<file path="config.mk">
export PLATFORM = sky130hd
export DESIGN_NAME = threedo_pad_reader
export DESIGN_NICKNAME = d
export VERILOG_FILES = /design/src/rtl/threedo_pad_reader.sv
export SDC_FILE = /design/constraint.sdc
export NUM_CORES = 1
export LEC_CHECK = 0
export ABC_AREA = 0
export CAP_MARGIN = 20
export CORE_ASPECT_RATIO = 0.6
export CORE_MARGIN = 8
export CORE_UTILIZATION = 50
export DETAILED_ROUTE_END_ITERATION = 12
export PLACE_DENSITY_LB_ADDON = 0.2
export SKIP_CTS_REPAIR_TIMING = 1
export SYNTH_ARGS = -nofsm -noshare
export SYNTH_HDL_FRONTEND = slang
export SYNTH_SLANG_ARGS = --single-unit
</file>
<file path="constraint.sdc">
create_clock -name system_clock -period 2.75 [get_ports system_clock]
set_clock_uncertainty 0.2 [all_clocks]
set_input_delay 0.275 -clock system_clock [delete_from_list [all_inputs] [get_ports system_clock]]
set_output_delay 0.275 -clock system_clock [all_outputs]
set_load 0.05 [all_outputs]
</file>
<file path="src/rtl/threedo_pad_reader.sv">
// 3DO pad serial master: drives ps/pad_clk, shifts dat in MSB-first, presents each frame with a one-cycle valid.
// Latency: valid 2*CLK_DIV*(NUM_BITS+1)+1 cycles after start is accepted; THREEDO_AUTOPOLL_EN makes polling free-running.
// No backpressure: start is dropped while busy or in DONE; data holds until the next complete frame.
module threedo_pad_reader #(
    parameter int CLK_DIV  = 260,
    parameter int NUM_BITS = 32,
    parameter int POLL_GAP = 2000
) (
    input  logic                system_clock,
    input  logic                reset,
    input  logic                start,
    input  logic                dat,
    output logic                ps,
    output logic                pad_clk,
    output logic [NUM_BITS-1:0] data,
    output logic                valid,
    output logic                busy
);

    localparam int DW = $clog2(CLK_DIV);
    localparam int BW = $clog2(NUM_BITS + 1);

    // Reject parameter values the counters and shift register cannot represent.
    if (CLK_DIV < 2 || NUM_BITS < 2 || POLL_GAP < 2) begin : g_param_check
        $error("threedo_pad_reader: CLK_DIV, NUM_BITS and POLL_GAP must all be >= 2");
    end

    typedef enum logic [2:0] {
        IDLE     = 3'd0,
        LATCH_LO = 3'd1,
        LATCH_HI = 3'd2,
        SHIFT_LO = 3'd3,
        SHIFT_HI = 3'd4,
        DONE     = 3'd5,
        GAP      = 3'd6
    } state_t;

    state_t                state, state_next;
    logic [DW-1:0]         div_cnt;
    logic [BW-1:0]         bit_cnt;
    logic [NUM_BITS-1:0]   shift_reg;
    logic                  dat_meta, dat_sync;
    logic                  phase_end;
    logic                  timed_phase;
    logic                  shift_en;
    logic                  last_bit;

    assign phase_end   = (div_cnt == DW'(CLK_DIV - 1));
    assign timed_phase = (state == LATCH_LO) || (state == LATCH_HI) ||
                         (state == SHIFT_LO) || (state == SHIFT_HI);
    assign last_bit    = (bit_cnt == BW'(NUM_BITS - 1));

`ifdef THREEDO_AUTOPOLL_EN
    localparam int GW = $clog2(POLL_GAP);
    logic [GW-1:0] gap_cnt;
    logic          gap_end;

    assign gap_end = (gap_cnt == GW'(POLL_GAP - 1));

    always_ff @(posedge system_clock or posedge reset) begin
        if (reset) begin
            gap_cnt <= '0;
        end else if (state == GAP && !gap_end) begin
            gap_cnt <= gap_cnt + 1'b1;
        end else begin
            gap_cnt <= '0;
        end
    end
`endif

    always_comb begin
        state_next = state;
        shift_en   = 1'b0;
        case (state)
            IDLE: begin
`ifdef THREEDO_AUTOPOLL_EN
                state_next = LATCH_LO;
`else
                if (start) state_next = LATCH_LO;
`endif
            end
            LATCH_LO: if (phase_end) state_next = LATCH_HI;
            LATCH_HI: if (phase_end) state_next = SHIFT_LO;
            SHIFT_LO: begin
                if (phase_end) begin
                    shift_en   = 1'b1;
                    state_next = SHIFT_HI;
                end
            end
            SHIFT_HI: if (phase_end) state_next = last_bit ? DONE : SHIFT_LO;
`ifdef THREEDO_AUTOPOLL_EN
            DONE:     state_next = GAP;
            GAP:      if (gap_end) state_next = LATCH_LO;
`else
            DONE:     state_next = IDLE;
`endif
            default:  state_next = IDLE;
        endcase
    end

    // Pad-facing outputs are decoded from the current state and registered, so they trail the FSM by one cycle.
    always_ff @(posedge system_clock or posedge reset) begin
        if (reset) begin
            state     <= IDLE;
            div_cnt   <= '0;
            bit_cnt   <= '0;
            shift_reg <= '0;
            dat_meta  <= 1'b0;
            dat_sync  <= 1'b0;
            data      <= '0;
            ps        <= 1'b1;
            pad_clk   <= 1'b0;
            valid     <= 1'b0;
            busy      <= 1'b0;
        end else begin
            state    <= state_next;
            dat_meta <= dat;
            dat_sync <= dat_meta;

            if (state_next != state || !timed_phase) begin
                div_cnt <= '0;
            end else begin
                div_cnt <= div_cnt + 1'b1;
            end

            if (state != LATCH_LO && state_next == LATCH_LO) begin
                bit_cnt <= '0;
            end else if (state == SHIFT_HI && phase_end) begin
                bit_cnt <= bit_cnt + 1'b1;
            end

            if (shift_en) begin
                shift_reg <= {shift_reg[NUM_BITS-2:0], dat_sync};
            end

            if (state == DONE) begin
                data <= shift_reg;
            end

            ps      <= !((state == SHIFT_LO) || (state == SHIFT_HI));
            pad_clk <= (state == LATCH_HI) || (state == SHIFT_HI);
            valid   <= (state == DONE);
            busy    <= timed_phase;
        end
    end

endmodule

</file>
# After elaboration in Yosys (flattened, before gate mapping)
# Index checks and enable logic that the tools add are counted.
# totals
regBits	88
output_inout_bits	36
word_cells	47
# op_classes
n_addsub	2
n_mux	12
n_eq_ne	10
n_reduce_logical	12
# ops
operator	count
two-way mux 3 bit	6
case mux 3 bit (5 select lines)	1
two-way mux 6 bit	2
adder 9 x 1 -> 9 bit, second input constant	1
== test 9 bit, second input constant	1
two-way mux 9 bit	1
adder 6 x 1 -> 6 bit, second input constant	1
== test 3 x 1 -> 1 bit, second input constant	2
== test 3 x 2 -> 1 bit, second input constant	2
== test 3 bit, second input constant	2
== test 6 x 5 -> 1 bit, second input constant	1
logical OR 1 bit	6
logical NOT 3 bit	1
!= test 3 x 1 -> 1 bit, second input constant	1
!= test 3 bit	1
logical AND 1 bit	2
logical NOT 1 bit	2
two-way mux 1 bit	2
nonzero test 2 bit	1

# Longest topological paths before layout
# Gate-level depths: netlist of run 1.
# depth
depth_word	7
ltp_mapped	6
depth_no_buf	5

# Worst setup path after synthesis of run 1
# OpenSTA, ideal clock, no wires.
# synth_timing
path_kind	register to register
start	reg div_cnt[0]
end	reg bit_cnt[5]
path_stages_with_launch	6
required_ps	2472
setup_time_ps	78
period_less_slack_ps	1943
setup_slack_ps	807
arrival_time_ps	1665
path_cell_list	dfrtp_1 -> ha_1 -> and4bb_1 -> nand3_4 -> or4_1 -> a21oi_1
# synth_between
elab_chain_cells	6
elab_cells_between_ends	11
classes_between	2 x eq/ne; 6 x mux; 3 x reduce/logical
# synth_rtl
element	line	source
start: declaration	39	logic [DW-1:0] div_cnt;
start signal: assignment	123	div_cnt <= div_cnt + 1'b1;
== test 9 bit (*)	48	assign phase_end = (div_cnt == DW'(CLK_DIV - 1));
two-way mux 3 bit, on equally long branches	n/a	
case mux 3 bit (5 select lines)	74	case (state)
== test 3 x 1 -> 1 bit	126	if (state != LATCH_LO && state_next == LATCH_LO) begin
logical AND 1 bit	126	
two-way mux 6 bit or nonzero test 2 bit (tied branches)	n/a	
end signal: assignment	129	bit_cnt <= bit_cnt + 1'b1;
end: declaration	40	logic [BW-1:0] bit_cnt;
# Every way passes the cells marked *; elsewhere a longest branch is shown, timed or not.
# A chain may end at the register's enable or synchronous reset.

# Worst setup path in the final report of run 1
# layout_timing
start	reg div_cnt[0]
end	reg shift_reg[5]
# layout_between
elab_chain_cells	3
# layout_rtl
element	line	source
== test 9 bit	48	
two-way mux 1 bit	85	if (phase_end) begin
two-way mux 1 bit	74	
end signal: assignment	133	shift_reg <= {shift_reg[NUM_BITS-2:0], dat_sync};
end: declaration	41	logic [NUM_BITS-1:0] shift_reg;
# Every way passes these cells.

==> run metrics, run 1 <==
EDFF count, synth=0; CP max-delay cell=dfrtp_1; outcome=complete, no violations; CTS Buf Count=9; Primary FF master, synth=dfrtp_1; worst path required time=2770 ps; startpoint types=register; crit-path max FO=33; crit path kind=reg2reg; minimum clock period=2190 ps; max incr delay on CP=420 ps; setup tns final=0 ps; post-synthesis compound-gate area fraction=0.0220; Area Growth Syn to Fin=24.0%; Die ar.=9950 sq um; Gate Count Post-Synth=237; delay-heaviest family, CP=flip-flops; GPL Wtd Cong=0.813; footprint of the multi-input gates=1210 sq um; largest net degree at the start of global routing=76; Fin. Hold Viols=0; Fillers=528; global-route wire length before repair=10.3 mm; Cell Rows=23; slew of the pin with the lowest slew margin=526 ps; synth warn=0; sequential share of the synthesized area=0.635; period utilization=0.797; Setup WS pre-CTS=575 ps; Max Freq=0.456 GHz; clock root cell=clkbuf_16; share of async-settable or async-resettable flops after synthesis=1.00; Buf/Inv on CP=1; Starting DRT DRC Count=101; fin nets=289; XOR/XNOR share of the synthesized area=0.0278; initial antenna violation count=0; # DRC=0; largest family of logic cells by synthesized area=multiplexers; ANT nets after route=0; Port Buf Inserts=39; CP arrival=2210 ps; Total Wirelength=6.15 mm; Reg area=2200 sq um; Core ar.=6710 sq um; LEAKAGE=2.11 nW; number of global-route vias before repair=2,038; routed vias=1,982; Syn Nets=243; final setup fails=0; CTS tree=done; Final Worst Setup Slack=559 ps; later-pin clock latency in the skew report=340 ps; post-synthesis mux area share=0.213; starting density of the core=0.518; worst vdd ir=0.000526 V; layout cells sized above 1=0.330; die width=124 microns; Pre-antenna DRT Iters=4; RSZ-0062 raised after global routing=no; #FFs+latches synth=88; routed vias/inst=5.29; Clock Pin Slew Worst Setup and Hold Paths=60 ps; Final Max Slew Viols=0; clock buffer depth=2; hpwl dp=4.09 mm; post-synthesis simple-gate area fraction=0.0782; Die Span Y=80.5 microns; clk sinks=88; Top Ports=40; routed len/inst=16.4 microns; H-tree depth=3; total global-route track usage=0.136; grt total ovfl=0; Slew HR=0.648; ANT cells=0; Max-Cap Viols=0; adder and majority gate portion of the synthesized area=0.00721; crit-path cells=ha_1 > and4bb_1 > nand3_2 > buf_4 > mux2_2; Pwr Density=664 nW/um^2; Avg Cell Area, Syn=14.6 sq um; Hold Path Class=in2async; Synth cell types=32; mapped cell area=3470 sq um; crit path capture type=register
area by class of cell:
class / count / share of cell area
Clock buffer: 12 / 0.0573
Clock inverter: 4 / 0.0177
Inverter: 4 / 0.00436
Multi-Input combinational cell: 136 / 0.281
Sequential cell: 88 / 0.512
Tap cell: 87 / 0.0253
Timing Repair Buffer: 44 / 0.102
synth_stat cells, types with 2 or more instances:
| cell | count | area, sq um |
|---|---|---|
| xnor2_1 | 3 | 26.3 |
| mux2i_1 | 2 | 20.0 |
| nand3_1 | 6 | 30.0 |
| ha_1 | 2 | 25.0 |
| inv_1 | 4 | 15.0 |
| or3_2 | 3 | 22.5 |
| dfrtp_1 | 87 | 2180 |
| mux2_2 | 64 | 721 |
| xor2_1 | 8 | 70.1 |
| o21ai_0 | 5 | 25.0 |
| clkbuf_1 | 2 | 7.51 |
| a21oi_1 | 5 | 25.0 |
| nor2_1 | 14 | 52.6 |
| nand2_1 | 7 | 26.3 |
| buf_2 | 7 | 35.0 |
| nand4_1 | 2 | 12.5 |
cells in the final DEF, fill, tap and decap left out, types with 2 or more instances in the layout:
cell and instances:
a21oi_1 5, buf_4 4, bufinv_16 2, clkbuf_1 2, clkbuf_16 9, clkdlybuf4s50_1 39
clkinvlp_4 2, dfrtp_1 87, ha_1 2, inv_1 3, mux2_2 64, mux2i_1 2
nand2_1 7, nand3_1 6, nand4_1 2, nor2_1 14, o21ai_0 5, or3_2 3
xnor2_1 3, xor2_1 8
per-layer routing:
layer,vias up,track usage,wire (microns),part of all wire
li1,927,-,-,-
met1,1003,0.174,2970,0.48
met2,39,0.202,2720,0.44
met3,13,0.0448,326,0.053
met4,0,0.0753,132,0.021
met5,-,0,0,0
stage by stage:
stage	total power, mW	std cells	utilization	hold slack (ps)	instance area, sq um
after floorplan	1.51	237	-	106	3470
after global placement	1.57	359	0.594	134	3980
after detailed placement	1.57	359	0.594	148	3980
after CTS	2.89	375	0.642	54.2	4300
after global routing	2.96	375	0.642	82.3	4300
final	2.86	375	0.642	52.9	4300
path summary, 6_finish.rpt:
| check | slack (ps) | depth (start not counted) | startpoint | end |
|---|---|---|---|---|
| setup / recovery | 560 | 5 | div_cnt[0] | shift_reg[5] |
| hold / removal | 50 | 2 | reset | bit_cnt[4] |
| setup reg to reg | 560 | 5 | div_cnt[0] | shift_reg[5] |
| hold reg to reg | 150 | 0 | dat_meta | dat_sync |
| max in group asynchronous | 1590 | 3 | reset | ps |
| min in group system_clock | 150 | 0 | dat_meta | dat_sync |
cells by family (layout without fill, tap and decap cells):
| kind of cell | Yosys count | count (layout) |
|---|---|---|
| DFF | 88 | 88 |
| AOI/OAI and AO/OA | 13 | 13 |
| buffers and inverters | 13 | 64 |
| and+or+nand+nor | 44 | 44 |
| adders and majority gates | 2 | 2 |
| xor gates and xnor gates | 11 | 11 |
| muxes | 66 | 66 |
where the power goes:
| group | switching [mW] | internal (mW) |
|---|---|---|
| Sequential | 0.0390 | 1.32 |
| Clock | 0.483 | 0.824 |
| Combinational | 0.121 | 0.0650 |
No activity file was read; power rests on OpenSTA's default activity.
==> run 2, diff against run 1 <==
clock period = 1.8 ns   (was 2.75 ns; I/O delays follow)
==> run 2 against run 1 <==
Compared with the run above: the flow now finishes with violations (setup timing); via count rose by 1.9%; worst hold slack gained 33 ps; power up 61%; flip-flop and latch count unchanged; sequential share of layout area is 2.1 points lower; first-iteration DRC count is 14% higher; critical endpoint is now bit_cnt[2].
==> run metrics, run 2 (synthesis gave the netlist of run 1 again) <==
outcome=finished, violations left (was complete, no violations); failing checks=setup timing; ANT cells=0 (unchanged); final setup fails=26 (was 0); fin nets=308 (was 289); Starting DRT DRC Count=115 (was 101); Top Ports=40 (unchanged); Final Total Pwr=4.61 mW (was 2.86 mW); # DRC=0 (unchanged); CP max-delay cell=or3_2 (was dfrtp_1); later-pin clock latency in the skew report=340 ps (about the same); routed len/inst=15.6 microns (was 16.4 microns); minimum clock period=1830 ps (was 2190 ps); Clock Pin Slew Worst Setup and Hold Paths=60 ps (about the same); initial antenna violation count=0 (unchanged); Cell Rows=23 (unchanged); GPL Wtd Cong=0.873 (was 0.813); Slew HR=0.729 (was 0.648); startpoint types=register (unchanged); Final Max Slew Viols=0 (unchanged); worst path required time=1870 ps (was 2770 ps); ANT nets after route=0 (unchanged); routed vias=2,019 (was 1,982); Die ar.=9950 sq um (unchanged); Pwr Density=1030 nW/um^2 (was 664 nW/um^2); slew of the pin with the lowest slew margin=400 ps (was 526 ps); footprint of the multi-input gates=1240 sq um (was 1210 sq um); clk sinks=88 (unchanged); Die Span Y=80.5 microns (unchanged); Area Growth Syn to Fin=29.2% (was 24.0%); H-tree depth=3 (unchanged); global-route wire length before repair=10.5 mm (was 10.3 mm); number of global-route vias before repair=2,084 (was 2,038); CP arrival=1900 ps (was 2210 ps); Fillers=488 (was 528); crit-path max FO=8 (was 33); period utilization=1.02 (was 0.797); RSZ-0062 raised after global routing=yes (was no); clock buffer depth=2 (unchanged); crit-path cells=nor4_4 > buf_4 > nand3_4 > or3_2 > a21oi_2 (was ha_1 > and4bb_1 > nand3_2 > buf_4 > mux2_2); CTS Buf Count=9 (unchanged); Pre-antenna DRT Iters=4 (unchanged); routed vias/inst=5.12 (was 5.29); Max-Cap Viols=0 (unchanged); starting density of the core=0.518 (unchanged); Hold Path Class=in2reg (was in2async); commonest non-fill, non-tap cell in the layout=dfrtp_1 (unchanged); crit path kind=reg2reg (unchanged); Core ar.=6710 sq um (unchanged); largest net degree at the start of global routing=34 (was 76); CTS tree=done (unchanged); layout cells sized above 1=0.511 (was 0.330); final core utilization=0.669 (was 0.642); most frequent cells in the layout=dfrtp_1, mux2_2, buf_4 (was dfrtp_1, mux2_2, clkdlybuf4s50_1); clock root cell=clkbuf_16 (unchanged); Buf/Inv on CP=1 (unchanged); total global-route track usage=0.141 (was 0.136); setup tns final=-354 ps (was 0 ps); Reg area=2200 sq um (unchanged); max incr delay on CP=440 ps (was 420 ps); delay-heaviest family, CP=simple AND/OR/NAND/NOR gates (was flip-flops); Min Hold Slack=85.4 ps (was 52.9 ps); LEAKAGE=2.32 nW (was 2.11 nW); Port Buf Inserts=39 (unchanged); Final Worst Setup Slack=-30.8 ps (was 559 ps); die width=124 microns (unchanged); hpwl dp=4.41 mm (was 4.09 mm); Fin. Hold Viols=0 (unchanged); Total Wirelength=6.16 mm (was 6.15 mm); grt total ovfl=0 (unchanged); Max Freq=0.546 GHz (was 0.456 GHz); crit path capture type=register (unchanged); worst vdd ir=0.000788 V (was 0.000526 V)
[run 2: cell types whose count changed in the layout (fill, tap and decap cells not counted), moves of 3 or more]
cell / before / now
a21oi_1: 5 / 2
a21oi_2: 0 / 3
buf_12: 1 / 6
buf_4: 4 / 53
clkdlybuf4s50_1: 39 / 3
[run 2: final cells by class]
| type | instances | share of cell area |
|---|---|---|
| sequential | 88 | 0.491 |
| multi-input combinational | 136 | 0.277 |
| timing repair buffer | 63 | 0.124 |
| clock buffer | 10 | 0.0533 |
| clock inverter | 6 | 0.0251 |
| tap | 87 | 0.0243 |
| inverter | 4 | 0.00419 |
[run 2: power breakdown]
part / switching, mW / internal (mW) / total, mW / leakage, nW
clock: 0.760 / 1.40 / 2.16 / 0.173
combinational: 0.226 / 0.150 / 0.376 / 0.934
sequential: 0.0489 / 2.02 / 2.07 / 1.22
[run 2: worst paths after layout]
kind	to	cells after the start	start	slack, ps
setup reg to reg	bit_cnt[2]	5	div_cnt[5]	-30
min in group asynchronous	dat_meta	3	reset	490
max in group asynchronous	ps	4	reset	340
hold / removal	dat_meta	1	dat	90
hold reg to reg	dat_sync	0	dat_meta	150
setup / recovery	bit_cnt[2]	5	div_cnt[5]	-30
[run 2: per-layer routing]
| layer | share of wire | GRT usage | vias up |
|---|---|---|---|
| met5 | 0 | 0 | - |
| met4 | 0.019 | 0.0645 | 0 |
| met2 | 0.43 | 0.200 | 35 |
| met3 | 0.064 | 0.0595 | 9 |
| li1 | - | - | 967 |
| met1 | 0.49 | 0.182 | 1008 |
[run 2: through the flow]
step	cell area [sq um]	std cells	setup WS, ps
2_1_floorplan	3490	237	-49.1
3_3_place_gp	4110	377	-4.71
3_5_place_dp	4110	377	-36.7
4_1_cts	4460	393	-38.0
5_1_grt	4480	394	-96.7
6_report	4480	394	-30.8
==> run 3, diff against run 2 <==
CORE_UTILIZATION = 56   (was 50)
DONT_BUFFER_PORTS = 1   (was not set)
==> run 3 against run 2 <==
Compared with the run above: the flow still finishes with violations (setup timing); combinational power is 5.3% lower; via count decreased by 5.3%; critical path depth unchanged; worst hold slack worse by 28 ps; power is 13% lower; global-route usage fell by 0.94 points; die area is 9.0% lower; first-iteration DRC count shrank 8.7%; clock power fell by 27%; largest cell class unchanged; highest routed layer is now met5.
==> run metrics, run 3 (synthesis gave the netlist of run 1 again) <==
outcome=finished, violations left (unchanged); failing checks=setup timing (unchanged); Total Wirelength=5.90 mm (was 6.16 mm); grt total ovfl=0 (unchanged); crit-path max FO=8 (unchanged); Max-Cap Viols=0 (unchanged); LEAKAGE=2.09 nW (was 2.32 nW); Slew HR=0.666 (was 0.729); CP max-delay cell=or4_4 (was or3_2); logic gate share of total power=0.088 (was 0.081); H-tree depth=3 (unchanged); Min Hold Slack=56.9 ps (was 85.4 ps); ANT nets after route=0 (unchanged); worst path required time=1880 ps (was 1870 ps); most frequent cells in the layout=dfrtp_1, mux2_2, buf_4 (unchanged); routed vias=1,911 (was 2,019); Hold Path Class=in2reg (unchanged); Power Internal=3.09 mW (was 3.57 mW); Max Freq=0.538 GHz (was 0.546 GHz); layout cells sized above 1=0.469 (was 0.511); Worst Hold Path EP=bit_cnt[4] (was dat_meta); final core utilization=0.683 (was 0.669); Final Worst Setup Slack=-60.0 ps (was -30.8 ps); Seq pwr share=0.522 (was 0.450); Final Max Slew Viols=0 (unchanged); Final Total Pwr=4.02 mW (was 4.61 mW); max incr delay on CP=440 ps (about the same); minimum clock period=1860 ps (was 1830 ps); crit path capture type=register (unchanged); Reg2Reg Depth=5 (unchanged); clock buffer depth=2 (unchanged); number of global-route vias before repair=1,884 (was 2,084); # DRC=0 (unchanged); crit-path cells=nor4_4 > buf_4 > nand3_4 > or4_4 > a21oi_2 (was nor4_4 > buf_4 > nand3_4 > or3_2 > a21oi_2); worst vdd ir=0.000539 V (was 0.000788 V); CTS Buf Count=9 (unchanged); crit path kind=reg2reg (unchanged); Fin. Hold Viols=0 (unchanged); starting density of the core=0.573 (was 0.518); clk sinks=88 (unchanged); Die Span Y=77.0 microns (was 80.5 microns); RSZ-0062 raised after global routing=yes (unchanged); total global-route track usage=0.131 (was 0.141); slew of the pin with the lowest slew margin=500 ps (was 400 ps); Pwr Density=973 nW/um^2 (was 1030 nW/um^2); commonest non-fill, non-tap cell in the layout=dfrtp_1 (unchanged); Top Ports=40 (unchanged); Core ar.=6060 sq um (was 6710 sq um); later-pin clock latency in the skew report=350 ps (was 340 ps); routed len/inst=16.5 microns (was 15.6 microns); clock power share=0.389 (was 0.469); Worst R2R End=bit_cnt[5] (was bit_cnt[2]); largest net degree at the start of global routing=59 (was 34); worst r2r src=div_cnt[2] (was div_cnt[5]); fin nets=276 (was 308); hpwl dp=3.86 mm (was 4.41 mm); r2r setup slk=-60 ps (was -30 ps); Clock Pin Slew Worst Setup and Hold Paths=80 ps (was 60 ps); Area Growth Syn to Fin=19.1% (was 29.2%); Hold Path Origin=start (was dat); Die ar.=9060 sq um (was 9950 sq um); Cell Rows=22 (was 23); initial antenna violation count=1 (was 0); Pre-antenna DRT Iters=4 (unchanged); CTS tree=done (unchanged); clock root cell=clkbuf_8 (was clkbuf_16); Starting DRT DRC Count=105 (was 115); startpoint types=register (unchanged); setup tns final=-93.8 ps (was -354 ps); die width=118 microns (was 124 microns); GPL Wtd Cong=0.830 (was 0.873); Setup WS pre-CTS=-79.9 ps (was -36.7 ps); routed vias/inst=5.35 (was 5.12); period utilization=1.03 (was 1.02); ANT cells=0 (unchanged); P_sw=0.932 mW (was 1.03 mW); Port Buf Inserts=0 (was 39); hold depth=3 (was 1); global-route wire length before repair=9.63 mm (was 10.5 mm); final setup fails=3 (was 26); CP arrival=1940 ps (was 1900 ps); Switching Share=0.231 (was 0.225)
[run 3: worst max-delay path by stage]
stage / from / end / cells after the start
after global placement: div_cnt[0] / shift_reg[14] / 5
final: div_cnt[2] / bit_cnt[5] / 5
after floorplan: div_cnt[0] / shift_reg[10] / 5
after detailed placement: div_cnt[5] / bit_cnt[5] / 5
after global routing: div_cnt[2] / bit_cnt[5] / 5
after CTS: div_cnt[5] / bit_cnt[5] / 5
[run 3: layout make-up]
cell class | instances | area (sq um)
timing repair buffer | 31 | 309
clock inverter | 5 | 108
inverter | 4 | 18.8
clock buffer | 9 | 124
sequential | 88 | 2200
multi-input combinational | 136 | 1270
tap | 84 | 105
fill | 436 | 1920
[run 3: metal layers]
layer / vias to the layer above / track usage / share of wire
met5: - / 0 / 0.0014
met4: 2 / 0.0496 / 0.014
met3: 13 / 0.0585 / 0.062
met2: 37 / 0.181 / 0.41
met1: 962 / 0.177 / 0.51
li1: 897 / - / -
[run 3: stage by stage]
step,std cells,area (sq um)
finish,357,4140
global route,357,4140
CTS,352,4030
detailed placement,338,3800
global placement,338,3800
floorplan,237,3490
[run 3: power by group through the flow]
stage | registers [mW] | clock network [mW] | logic (mW)
2_1_floorplan | 2.13 | 0 | 0.181
3_3_place_gp | 2.14 | 0 | 0.329
3_5_place_dp | 2.14 | 0 | 0.336
4_1_cts | 2.10 | 1.62 | 0.335
5_1_grt | 2.11 | 1.69 | 0.396
6_report | 2.10 | 1.57 | 0.356
[run 3: critical path, delay by kind of cell (launching register included)]
| kind | cells | cell delay, ps |
|---|---|---|
| AOI/OAI and AO/OA | 1 | 140 |
| and+or+nand+nor | 3 | 850 |
| buffers and inverters | 1 | 180 |
| DFF | 1 | 420 |
